`src/rtl/prefetch_queue_if.sv`:
```
// Decoder/memory-side bundle of the instruction prefetch queue.
// The slave modport is the queue itself; master is the surrounding fetch/decode logic.
interface prefetch_queue_if #(
    parameter int DATA_BITS = 16,
    parameter int IN_BITS   = 8,
    parameter int DEPTH     = 3
);
    logic                           flush;
    logic                           in_valid;
    logic [IN_BITS-1:0]             in_data;
    logic                           in_ready;
    logic [1:0]                     pop;
    logic                           out_valid0;
    logic [DATA_BITS-1:0]           out_data0;
    logic                           out_valid1;
    logic [DATA_BITS-1:0]           out_data1;
    logic [$clog2(DEPTH+1)-1:0]     count;

    modport master (
        output flush, in_valid, in_data, pop,
        input  in_ready, out_valid0, out_data0, out_valid1, out_data1, count
    );

    modport slave (
        input  flush, in_valid, in_data, pop,
        output in_ready, out_valid0, out_data0, out_valid1, out_data1, count
    );
endinterface

```
`src/rtl/prefetch_queue.sv`:
```
// Instruction prefetch queue: assembles little-endian beats into words and holds DEPTH
// of them in a shift-down array whose entry 0 is always the oldest word.
module prefetch_queue #(
    parameter int DATA_BITS = 16,
    parameter int IN_BITS   = 8,
    parameter int DEPTH     = 3
) (
    input  logic                clk,
    input  logic                rst_n,
    prefetch_queue_if.slave     bus
);
    localparam int CHUNKS = DATA_BITS / IN_BITS;
    localparam int CW     = (CHUNKS > 1) ? $clog2(CHUNKS) : 1;
    localparam int CNTW   = $clog2(DEPTH + 1);

    logic [DATA_BITS-1:0] data_q  [DEPTH];
    logic [DATA_BITS-1:0] data_d  [DEPTH];
    logic [DATA_BITS-1:0] shift_w [DEPTH];
    logic [CNTW-1:0]      count_q, count_d;
    logic [CW-1:0]        chunk_q, chunk_d;
    logic [DATA_BITS-1:0] word_w;
    logic [CNTW-1:0]      popped_w;
    logic [CNTW-1:0]      wr_idx_w;
    logic                 in_ready_w;
    logic                 accept_w;
    logic                 last_w;
    logic                 push_w;

    assign in_ready_w = (count_q < CNTW'(DEPTH));
    // Flush swallows a beat presented in the same cycle, even with room available.
    assign accept_w   = bus.in_valid && in_ready_w && !bus.flush;
    assign last_w     = (chunk_q == CW'(CHUNKS - 1));
    assign push_w     = accept_w && last_w;

    assign bus.in_ready   = in_ready_w;
    assign bus.count      = count_q;
    assign bus.out_valid0 = (count_q >= CNTW'(1));
    assign bus.out_valid1 = (count_q >= CNTW'(2));
    assign bus.out_data0  = data_q[0];
    assign bus.out_data1  = data_q[1];

    always_comb begin
        logic [CNTW-1:0] req;
        req = '0;
        if (!bus.flush) begin
            case (bus.pop)
                2'd0:    req = CNTW'(0);
                2'd1:    req = CNTW'(1);
                default: req = CNTW'(2);
            endcase
        end
        popped_w = (req > count_q) ? count_q : req;
    end

    assign wr_idx_w = count_q - popped_w;

    generate
        if (CHUNKS > 1) begin : g_asm
            logic [DATA_BITS-1:0] asm_q;
            for (genvar gi = 0; gi < CHUNKS; gi++) begin : g_chunk
                // The incoming beat completes the word without waiting for asm_q.
                assign word_w[gi*IN_BITS +: IN_BITS] =
                    (chunk_q == CW'(gi)) ? bus.in_data : asm_q[gi*IN_BITS +: IN_BITS];

                always_ff @(posedge clk or negedge rst_n) begin
                    if (!rst_n) begin
                        asm_q[gi*IN_BITS +: IN_BITS] <= '0;
                    end else if (accept_w && chunk_q == CW'(gi)) begin
                        asm_q[gi*IN_BITS +: IN_BITS] <= bus.in_data;
                    end
                end
            end
        end else begin : g_direct
            assign word_w = bus.in_data;
        end
    endgenerate

    generate
        for (genvar gi = 0; gi < DEPTH; gi++) begin : g_entry
            if (gi + 2 < DEPTH) begin : g_shift2
                assign shift_w[gi] = (popped_w == CNTW'(2)) ? data_q[gi+2] :
                                     (popped_w == CNTW'(1)) ? data_q[gi+1] : data_q[gi];
            end else if (gi + 1 < DEPTH) begin : g_shift1
                assign shift_w[gi] = (popped_w != CNTW'(0)) ? data_q[gi+1] : data_q[gi];
            end else begin : g_hold
                assign shift_w[gi] = data_q[gi];
            end
            assign data_d[gi] = (push_w && wr_idx_w == CNTW'(gi)) ? word_w : shift_w[gi];
        end
    endgenerate

    always_comb begin
        count_d = count_q;
        chunk_d = chunk_q;
        if (bus.flush) begin
            count_d = '0;
            chunk_d = '0;
        end else begin
            count_d = count_q - popped_w + CNTW'(push_w);
            if (accept_w) begin
                chunk_d = last_w ? '0 : chunk_q + CW'(1);
            end
        end
    end

    always_ff @(posedge clk or negedge rst_n) begin
        if (!rst_n) begin
            count_q <= '0;
            chunk_q <= '0;
            for (int i = 0; i < DEPTH; i++) begin
                data_q[i] <= '0;
            end
        end else begin
            count_q <= count_d;
            chunk_q <= chunk_d;
            for (int i = 0; i < DEPTH; i++) begin
                data_q[i] <= data_d[i];
            end
        end
    end
endmodule

```
`src/flat_wrapper.sv`:
```
// flat-port wrapper written by rule: the top's interface ports become plain ports
module prefetch_queue_flat 
#(
    parameter int DATA_BITS = 16,
    parameter int IN_BITS   = 8,
    parameter int DEPTH     = 3
)
  (clk, rst_n, bus_flush, bus_in_valid, bus_in_data, bus_pop, bus_in_ready, bus_out_valid0, bus_out_data0, bus_out_valid1, bus_out_data1, bus_count);
  prefetch_queue_if #(.DATA_BITS(DATA_BITS), .IN_BITS(IN_BITS), .DEPTH(DEPTH)) bus_i ();
  input  logic clk;
  input  logic rst_n;
  input wire logic [$bits(bus_i.flush)-1:0] bus_flush;
  input wire logic [$bits(bus_i.in_valid)-1:0] bus_in_valid;
  input wire logic [$bits(bus_i.in_data)-1:0] bus_in_data;
  input wire logic [$bits(bus_i.pop)-1:0] bus_pop;
  output wire logic [$bits(bus_i.in_ready)-1:0] bus_in_ready;
  output wire logic [$bits(bus_i.out_valid0)-1:0] bus_out_valid0;
  output wire logic [$bits(bus_i.out_data0)-1:0] bus_out_data0;
  output wire logic [$bits(bus_i.out_valid1)-1:0] bus_out_valid1;
  output wire logic [$bits(bus_i.out_data1)-1:0] bus_out_data1;
  output wire logic [$bits(bus_i.count)-1:0] bus_count;
  assign bus_i.flush = bus_flush;
  assign bus_i.in_valid = bus_in_valid;
  assign bus_i.in_data = bus_in_data;
  assign bus_i.pop = bus_pop;
  assign bus_in_ready = bus_i.in_ready;
  assign bus_out_valid0 = bus_i.out_valid0;
  assign bus_out_data0 = bus_i.out_data0;
  assign bus_out_valid1 = bus_i.out_valid1;
  assign bus_out_data1 = bus_i.out_data1;
  assign bus_count = bus_i.count;
  prefetch_queue #(.DATA_BITS(DATA_BITS), .IN_BITS(IN_BITS), .DEPTH(DEPTH)) u_core (.clk(clk), .rst_n(rst_n), .bus(bus_i));
endmodule
```
`config.mk`:
```
export PLATFORM = sky130hd
export DESIGN_NAME = prefetch_queue_flat
export DESIGN_NICKNAME = d
export VERILOG_FILES = /design/src/rtl/prefetch_queue_if.sv /design/src/rtl/prefetch_queue.sv /design/src/flat_wrapper.sv
export SDC_FILE = /design/constraint.sdc
export NUM_CORES = 1
export LEC_CHECK = 0
export BUFFER_PORTS_ARGS = -buffer_cell sky130_fd_sc_hd__buf_2
export CORE_MARGIN = 4
export CORE_UTILIZATION = 45
export DETAILED_ROUTE_END_ITERATION = 12
export PLACE_DENSITY = 0.79
export SYNTH_ARGS = -nofsm -noshare
export SYNTH_HDL_FRONTEND = slang
export SYNTH_SLANG_ARGS = --single-unit
```
`constraint.sdc`:
```
create_clock -name clk -period 2.8 [get_ports clk]
set_input_delay 0.14 -clock clk [delete_from_list [all_inputs] [get_ports clk]]
set_output_delay 0.14 -clock clk [all_outputs]
set_load 0.02 [all_outputs]
```
**After elaboration in Yosys (flattened, before gate mapping)**

Index checks and enable logic that the tools add are counted.

- Add/sub/neg operators: 3
- Magnitude comparators: 4
- Equality and inequality tests: 5
- Muxes and demuxes: 14
- Bitwise logic cells: 1
- Reduce and logical (&&, ||, !) cells: 14

Operators with widths:

| kind | count |
|---|---|
| $mux 16 | 5 |
| $mux 8 | 2 |
| $logic_and 1x1->1 | 7 |
| $eq 2x1->1 const B | 3 |
| $mux 2 | 3 |
| $reduce_bool 2->1 | 3 |
| $eq 2x2->1 const B | 2 |
| $logic_not 2->1 | 2 |
| $pmux 2 s2 | 1 |
| $mux 1 | 3 |
| $reduce_bool 3->1 | 1 |
| $add 2x1->2 | 1 |
| $ge 2x1->1 const B | 1 |
| $ge 2x2->1 const B | 1 |
| $gt 2x2->1 | 1 |
| $lt 2x2->1 const B | 1 |
| $sub 2x2->2 | 1 |
| $add 1x1->1 const B | 1 |
| $logic_not 1->1 | 1 |
| $not 1->1 | 1 |

- Register bits: 67
- Input bits: 14
- Output and inout bits: 37
- Word-level logic and storage cells: 48

**Longest topological paths before layout**

Gate-level depths: netlist (run 1).

- Depth after elaboration: 9
- Depth in mapped cells: 12
- Depth with buffers taken out: 10

**Least setup slack after synthesis (run 1)**

OpenSTA, ideal clock, no wires.

- Path kind: reg-to-reg
- Start: reg u_core.count_q[1], in the netlist u_core.bus.count[1]
- End: reg u_core.data_q (netlist bit u_core.bus.out_data1[10])
- Library setup time: 0.125 ns
- Arrival time: 2.954 ns
- Data required time: 2.675 ns
- Slack: -0.279 ns
- Cell stages (with the launch flop): 11
- Buffers on the path: 1
- Period minus slack after synthesis: 3.079 ns
- Path through: dfrtp_1 > inv_1 > ha_1 > nor2b_4 > o21ai_4 > mux2i_1 > ha_1 > nor3_4 > buf_2 > mux2_2 > mux2_4

- Cells in the longest elaborated chain, start to end: 6
- Elaborated cells between the ends (all ways): 12
- Those cells by class: 1 x add/sub; 2 x order compare; 1 x eq/ne; 2 x mux; 6 x reduce/logical

Ends and longest elaborated chain:

| item | RTL line | text |
|---|---|---|
| start, declared | prefetch_queue.sv:19 | `logic [CNTW-1:0] count_q, count_d;` |
| start signal, assigned | prefetch_queue.sv:114 | `count_q <= count_d;` |
| $gt 2x2->1 / $lt 2x2->1 (equally long branches) | prefetch_queue.sv:52, prefetch_queue.sv:29 |  |
| $mux 2 / $logic_and 1x1->1 (equally long branches) | prefetch_queue.sv:52, prefetch_queue.sv:31 |  |
| $sub 2x2->2 / $logic_and 1x1->1 (equally long branches) | prefetch_queue.sv:55, prefetch_queue.sv:31 |  |
| $eq 2x1->1 / $logic_and 1x1->1 (equally long branches) | prefetch_queue.sv:88, prefetch_queue.sv:33 |  |
| $logic_and 1x1->1 | prefetch_queue.sv:88 | `assign data_d[gi] = (push_w && wr_idx_w == CNTW'(gi)) ? word_w : shift_w[gi];` |
| $mux 16 / $reduce_bool 2->1 (equally long branches) | n/a |  |
| end signal, assigned by index | prefetch_queue.sv:117 | `data_q[i] <= data_d[i];` |
| end, declared | prefetch_queue.sv:16 | `logic [DATA_BITS-1:0] data_q [DEPTH];` |

Parallel ways exist; a longest one is shown, timed or not.
A chain may end at the register's enable or synchronous reset.

**Final worst setup path (run 1)**

- Start: reg u_core.count_q[1], in the netlist u_core.bus.count[1]
- End: reg u_core.data_q (netlist bit u_core.bus.out_data1[15])

The elaborated chain is that of the path after synthesis.

==> results of run 1 <==
==> registers in the layout (all words and copies together), names as in the netlist <==
| name | flops |
|---|---|
| u_core.bus.out_data1 | 16 |
| u_core.bus.count | 2 |
| u_core.g_asm.asm_q | 16 |
| u_core.bus.out_data0 | 16 |
| u_core.chunk_q | 1 |
| u_core.data_q | 16 |
==> layout by cell type (no fill, tap or decap), types with 2 or more instances in the layout <==
master	synthesis	routed
nor3_1	16	16
nor2_1	3	3
clkbuf_8	1	10
buf_2	4	51
o31ai_1	16	16
or3_1	2	2
ha_1	6	4
clkinv_2	0	3
mux2_2	72	72
o22ai_1	16	16
mux2_4	10	10
inv_1	3	2
buf_4	32	14
a21oi_1	2	2
nand2_1	23	23
ha_4	0	2
buf_12	0	2
dfrtp_1	67	66
==> cell usage after synthesis <==
library cell | instances | area (um2)
nor3_1 | 16 | 80.1
mux2_2 | 72 | 811
ha_1 | 6 | 75.1
or3b_4 | 1 | 11.3
nand2_1 | 23 | 86.3
o31ai_1 | 16 | 120
buf_2 | 4 | 20.0
buf_1 | 1 | 3.75
o22ai_1 | 16 | 100
nor3_4 | 1 | 16.3
nor2b_4 | 1 | 13.8
or3_2 | 1 | 7.51
dfrtp_1 | 67 | 1680
o21ai_0 | 1 | 5.00
inv_1 | 3 | 11.3
o21ai_4 | 1 | 16.3
nor2_1 | 3 | 11.3
buf_4 | 32 | 240
xor2_1 | 2 | 17.5
mux2i_1 | 1 | 10.0
xnor2_1 | 1 | 8.76
nand4b_1 | 1 | 8.76
buf_6 | 3 | 33.8
nand2b_1 | 1 | 6.26
a21oi_1 | 2 | 10.0
nand3_1 | 1 | 5.00
and2b_2 | 1 | 8.76
or3_1 | 2 | 12.5
nor3b_1 | 1 | 7.51
clkbuf_1 | 7 | 26.3
clkbuf_8 | 1 | 13.8
or2_4 | 1 | 8.76
mux2_4 | 10 | 150
a21boi_4 | 1 | 18.8
==> stage by stage <==
step	setup TNS (ps)	power (W)
final	0	0.00402
after CTS	0	0.00399
after global routing	-564	0.00427
after floorplan	-708	0.00291
after global placement	0	0.00311
after detailed placement	-135	0.00318
==> final cells by class <==
cell class	count	area [um2]	area share, %
clock buffer	11	141	3.43
clock inverter	5	52.6	1.28
inverter	3	11.3	0.273
multi-input combinational	183	1690	41.0
sequential	67	1680	40.7
tap	102	128	3.10
timing repair buffer	69	422	10.2
==> cell families (layout without fill, tap and decap cells) <==
family / Yosys count / in the layout / share of synthesized area [%]
fa+ha+maj: 6 / 6 / 2.06
mux: 83 / 83 / 26.6
flops: 67 / 67 / 45.9
xor+xnor: 3 / 3 / 0.720
buf+inv: 51 / 88 / 9.56
simple gates: 54 / 54 / 7.78
compound gates: 37 / 37 / 7.40
==> path summary, 6_finish.rpt <==
check / from / end / slack (ps) / cells after the start
min in group asynchronous: rst_n / u_core.bus.out_data0[0] / 430 / 2
min: bus_in_data[0] / u_core.g_asm.asm_q[0] / 60 / 2
min reg2reg: u_core.g_asm.asm_q[2] / u_core.g_asm.asm_q[2] / 500 / 1
max: u_core.bus.count[1] / u_core.bus.out_data1[15] / 70 / 10
max reg2reg: u_core.bus.count[1] / u_core.bus.out_data1[15] / 70 / 10
max in group asynchronous: rst_n / u_core.data_q[15] / 1710 / 3
==> power by group <==
group	switching [W]	internal (W)
Combinational	0.000897	0.000839
Sequential	0.000197	0.00129
Clock	0.000364	0.000431
==> metal layers <==
layer / vias up / global-route usage, % / share of wire [%]
met5: - / 0 / 0
met4: 0 / 9.58 / 2.0
met3: 13 / 3.50 / 3.6
met2: 46 / 27.2 / 48
met1: 1201 / 21.7 / 46
li1: 1115 / - / -
==> timing repair <==
item | in CTS | in global routing
setup buffers | 0 | 1
endpoints found under the setup margin | 0 | 27
hold endpoints to repair | 35 | 0
hold buffers | 1 | 0
gates resized for setup | 0 | 5
==> flow_summary_export.csv, run 1 <==
group,metric,value,unit
synthesis,synth_area,3650,um2
layout,postLayoutCellArea,4120,um2
worst_setup_path,crit_required,3030,ps
synthesis,syn-num-nets,321,
global_route,grt_pass1_vias,2529,
sta,hold_viol,0,
flow_run,max-cap-violations,0,
layout,diodes,0,
layout,fin_util,52.8,%
pwr,p_leak,1.94,nW
placed_design,placedCellCount,421,
floorplanning,initial_utilization,46.8,%
worst_setup_path,worstPathMaxFanout,7,
worst_setup_path,worst-setup-path-type,"flip-flop to flip-flop",
placed_design,place_area,3870,um2
floorplanning,io_pins,51,
clocking,cts_buffer_depth,2,
synthesis,syn_inst,301,
sta,period_needed,2730,ps
synthesis,synth-seq-cells,67,
synthesis,synth.distinct_cells,34,
drt,viasPerCell,5.40,
clocking,cts_buffers,9,
worst_setup_path,max_stage_delay,450,ps
synthesis,yosysSeqAreaShare,45.9,%
floorplanning,num_rows,32,
worst_setup_path,critPathSlowestCell,"dfrtp_2",
placed_design,routabilityCongestion,0.794,
worst_setup_path,crit_top_cell,"ha_4",
drt,wirelength,7840,um
layout,layout-drive-gt1-share,53.3,%
drt,antenna_left,0,
sta,setup_ws,70.6,ps
global_route,grt_first_pass_wirelength,12800,um
worst_setup_path,crit_path_end_kind,"flip-flop",
global_route,grt.total_usage,17.1,%
layout,syn2layout_area_growth,12.8,%
synthesis,ys.warnings.count,0,
synthesis,synth.avg_cell_area,12.1,um2
worst_setup_path,start_kind,"flip-flop",
placed_design,port_buffers,50,
sta,rsz0062_at_grt,"true",
sta,slew_headroom,44.5,%
clocking,clk_pin_slew,80,ps
status,violations,"design-rule violations",
worst_setup_path,cp_top_family,"multiplexers",
sta,finClkSkew,10.5,ps
pwr,peakVddDrop,0.512,mV
floorplanning,die_h,98.1,um
worst_setup_path,cp_num_buf_inv,2,
drt,wl_per_cell,17.8,um
global_route,antenna_found_initial,0,
pwr,powerDensity,975,nW/um2
drt,drtIter0Drc,81,
floorplanning,core,7810,um2
clocking,root_buffer,"clkbuf_8",
status,outcome,"complete, but fails checks",
worst_hold_path,min_path_type,"input port to flip-flop",
placed_design,dp_worst_setup_slack,-19.3,ps
floorplanning,die_w,98.1,um
clocking,h-tree-depth,3,
drt,drc_errors,1,
sta,fmax,366,MHz
global_route,grt_remaining_overflow,0,
placed_design,dp_hpwl,5330,um
worst_setup_path,cp_cell_sequence,"inv_2 -> ha_4 -> nor2b_4 -> o21ai_4 -> mux2i_4 -> ha_4 -> nor3_4 -> buf_4 -> mux2_2 -> mux2_4",
layout,fin_cells,440,
clocking,clkLatencyLatePin,350,ps
sta,period_share,97.5,%
sta,holdWs,63.1,ps
global_route,grt_start_max_net_pins,37,
worst_setup_path,arrival,2960,ps
layout,nFillCells,667,
sta,worst-slew-pin-transition,832,ps
sta,setup_violations,0,
layout,fin_nets,353,
drt,via_count,2375,
floorplanning,dieArea,9620,um2
sta,finalMaxSlewViolations,0,
clocking,clkSinkCount,67,
clocking,cts_tree,"built",
drt,dr.pass1.iters,8,
Note: power is estimated with default switching activity, not from simulation.
==> run 2, diff against run 1 <==
--- a/config.mk
+++ b/config.mk
@@ -7,9 +7,10 @@
 export LEC_CHECK = 0
 export BUFFER_PORTS_ARGS = -buffer_cell sky130_fd_sc_hd__buf_2
 export CORE_MARGIN = 4
-export CORE_UTILIZATION = 45
+export CORE_UTILIZATION = 40
 export DETAILED_ROUTE_END_ITERATION = 12
-export PLACE_DENSITY = 0.79
+export HOLD_SLACK_MARGIN = 0.1
+export PLACE_DENSITY = 0.72
 export SYNTH_ARGS = -nofsm -noshare
 export SYNTH_HDL_FRONTEND = slang
 export SYNTH_SLANG_ARGS = --single-unit
==> run 2 against run 1 <==
The run now ends clean. Final area grew 1.2%. Hold slack gained 120 ps. Non-clock buffer count up 8. Worst setup slack better by 1.6 ps. Power fell by 2.0%. Sequential share of layout area decreased by 0.46 points. Highest routed layer unchanged.
==> flow_summary_export.csv, run 2 (synthesized netlist as in run 1, its figures left out) <==
group,metric,value,unit
status,outcome,"finished, final reports clean",
layout,multi_input_area,1660,um2
clocking,cts_buffer_depth,2,
placed_design,place_area,3880,um2
layout,seqCellArea,1680,um2
worst_setup_path,worst-setup-path-type,"flip-flop to flip-flop",
drt,drtIter0Drc,63,
placed_design,port_buffers,50,
global_route,grt_start_max_net_pins,33,
placed_design,placedCellCount,428,
clocking,clk_pin_slew,70,ps
layout,layout-drive-gt1-share,51.6,%
worst_setup_path,cp_cell_sequence,"inv_2 -> ha_4 -> nor2b_4 -> o21ai_4 -> mux2i_2 -> ha_2 -> xor2_2 -> nor3_4 -> or3_1 -> buf_12 -> mux2_4",
sta,finClkSkew,4.87,ps
drt,via_count,2361,
layout,diodes,0,
global_route,grt_remaining_overflow,0,
sta,period_share,97.4,%
drt,wl_met3,411,um
worst_setup_path,worstPathMaxFanout,16,
drt,drc_errors,0,
drt,met2_length,3700,um
worst_setup_path,arrival,2950,ps
sta,period_needed,2730,ps
clocking,cts_tree,"built",
sta,finalMaxSlewViolations,0,
global_route,grt.total_usage,15.6,%
floorplanning,io_pins,51,
floorplanning,initial_utilization,41.5,%
worst_setup_path,cp_top_family,"multiplexers",
layout,final_common_cell,"mux2_2",
sta,slew_headroom,59.6,%
sta,setup_violations,0,
pwr,switchingPower,0.00143,W
drt,dr.pass1.iters,4,
layout,fin_nets,361,
floorplanning,num_rows,34,
drt,wl_met1,3600,um
pwr,peakVddDrop,0.582,mV
placed_design,dp_hpwl,5380,um
clocking,clkSinkCount,67,
floorplanning,die_w,104,um
layout,nFillCells,797,
sta,worst-slew-pin-transition,604,ps
clocking,root_buffer,"clkbuf_8",
placed_design,routabilityCongestion,0.812,
clocking,cts_setup_buffers,0,
global_route,grt_pass1_vias,2629,
pwr,p_comb_share,43.9,%
sta,hold_viol,0,
floorplanning,core,8810,um2
pwr,p_int,0.00251,W
clocking,cts_buffers,9,
worst_setup_path,critPathSlowestCell,"dfrtp_2",
layout,layout_common_cells,"72 x mux2_2, 66 x dfrtp_1, 50 x buf_2",
worst_setup_path,crit_required,3020,ps
pwr,switching_share,36.3,%
pwr,p_leak,1.96,nW
drt,antenna_left,0,
pwr,clock_power_share,18.8,%
worst_setup_path,cp_num_buf_inv,2,
worst_setup_path,max_stage_delay,410,ps
sta,rsz0062_at_grt,"true",
worst_hold_path,min_path_type,"input port to flip-flop",
floorplanning,die_h,104,um
drt,top_layer_used,"met4",
drt,wirelength,7820,um
pwr,p_seq_share,37.4,%
global_route,antenna_found_initial,0,
worst_setup_path,r2r_slack,70,ps
global_route,grt_first_pass_wirelength,13500,um
sta,fmax,367,MHz
layout,syn2layout_area_growth,14.1,%
floorplanning,dieArea,10700,um2
worst_setup_path,crit_path_end_kind,"flip-flop",
layout,postLayoutCellArea,4170,um2
worst_setup_path,start_kind,"flip-flop",
layout,fin_cells,453,
clocking,clkLatencyLatePin,340,ps
drt,viasPerCell,5.21,
clocking,h-tree-depth,3,
flow_run,max-cap-violations,0,
pwr,powerDensity,945,nW/um2
drt,wl_per_cell,17.3,um
[run 2: power by group through the flow]
stage               sequential, W  combinational, W  clock [W]
finish                    0.00147           0.00173   0.000738
global route              0.00152           0.00189   0.000800
CTS                       0.00147           0.00174   0.000759
detailed placement        0.00149           0.00172          0
global placement          0.00147           0.00167          0
floorplan                 0.00146           0.00145          0
[run 2: what timing repair did]
action	4_1_cts	5_1_grt
gates resized for setup	0	2
hold endpoints to repair	42	0
hold buffers	10	0
setup endpoints to repair	0	16
[run 2: metrics by stage]
| stage | TNS, ps | util [%] | hold slack [ps] | setup slack (ps) | total power, W |
|---|---|---|---|---|---|
| 2_1_floorplan | -708 | - | -156 | -70.8 | 0.00291 |
| 3_3_place_gp | -475 | 44.1 | 164 | -37.1 | 0.00315 |
| 3_5_place_dp | -1280 | 44.1 | 173 | -105 | 0.00321 |
| 4_1_cts | 0 | 47.2 | 174 | 23.9 | 0.00397 |
| 5_1_grt | -583 | 47.3 | 234 | -52.9 | 0.00421 |
| 6_report | 0 | 47.3 | 188 | 72.2 | 0.00394 |
[run 2: final cells by class]
class / instances / area share [%]
Multi-Input combinational cell: 183 / 39.8
Tap cell: 108 / 3.24
Timing Repair Buffer: 77 / 12.2
Clock buffer: 13 / 4.05
Inverter: 3 / 0.270
Clock inverter: 2 / 0.240
Sequential cell: 67 / 40.3
[run 2: metal layers]
| layer | GRT usage, % | up-vias |
|---|---|---|
| met1 | 20.3 | 1167 |
| met2 | 25.0 | 51 |
| met4 | 4.94 | 0 |
| met3 | 4.60 | 14 |
| li1 | - | 1129 |
| met5 | 0 | - |
[run 2: final timing paths]
| kind | from | cells past startpoint | end |
|---|---|---|---|
| max reg2reg | u_core.bus.count[1] | 11 | u_core.bus.out_data1[10] |
| max in group asynchronous | rst_n | 3 | u_core.data_q[12] |
| min | bus_in_valid | 4 | u_core.chunk_q |
| min in group asynchronous | rst_n | 2 | u_core.bus.out_data1[1] |
| min reg2reg | u_core.g_asm.asm_q[15] | 1 | u_core.g_asm.asm_q[15] |
| max | u_core.bus.count[1] | 11 | u_core.bus.out_data1[10] |
[run 2: tightest hold or removal path, cell delays in order]
cell	delay, ps
buf_2	110
nand2_1	80
xor2_1	60
nor2_1	80
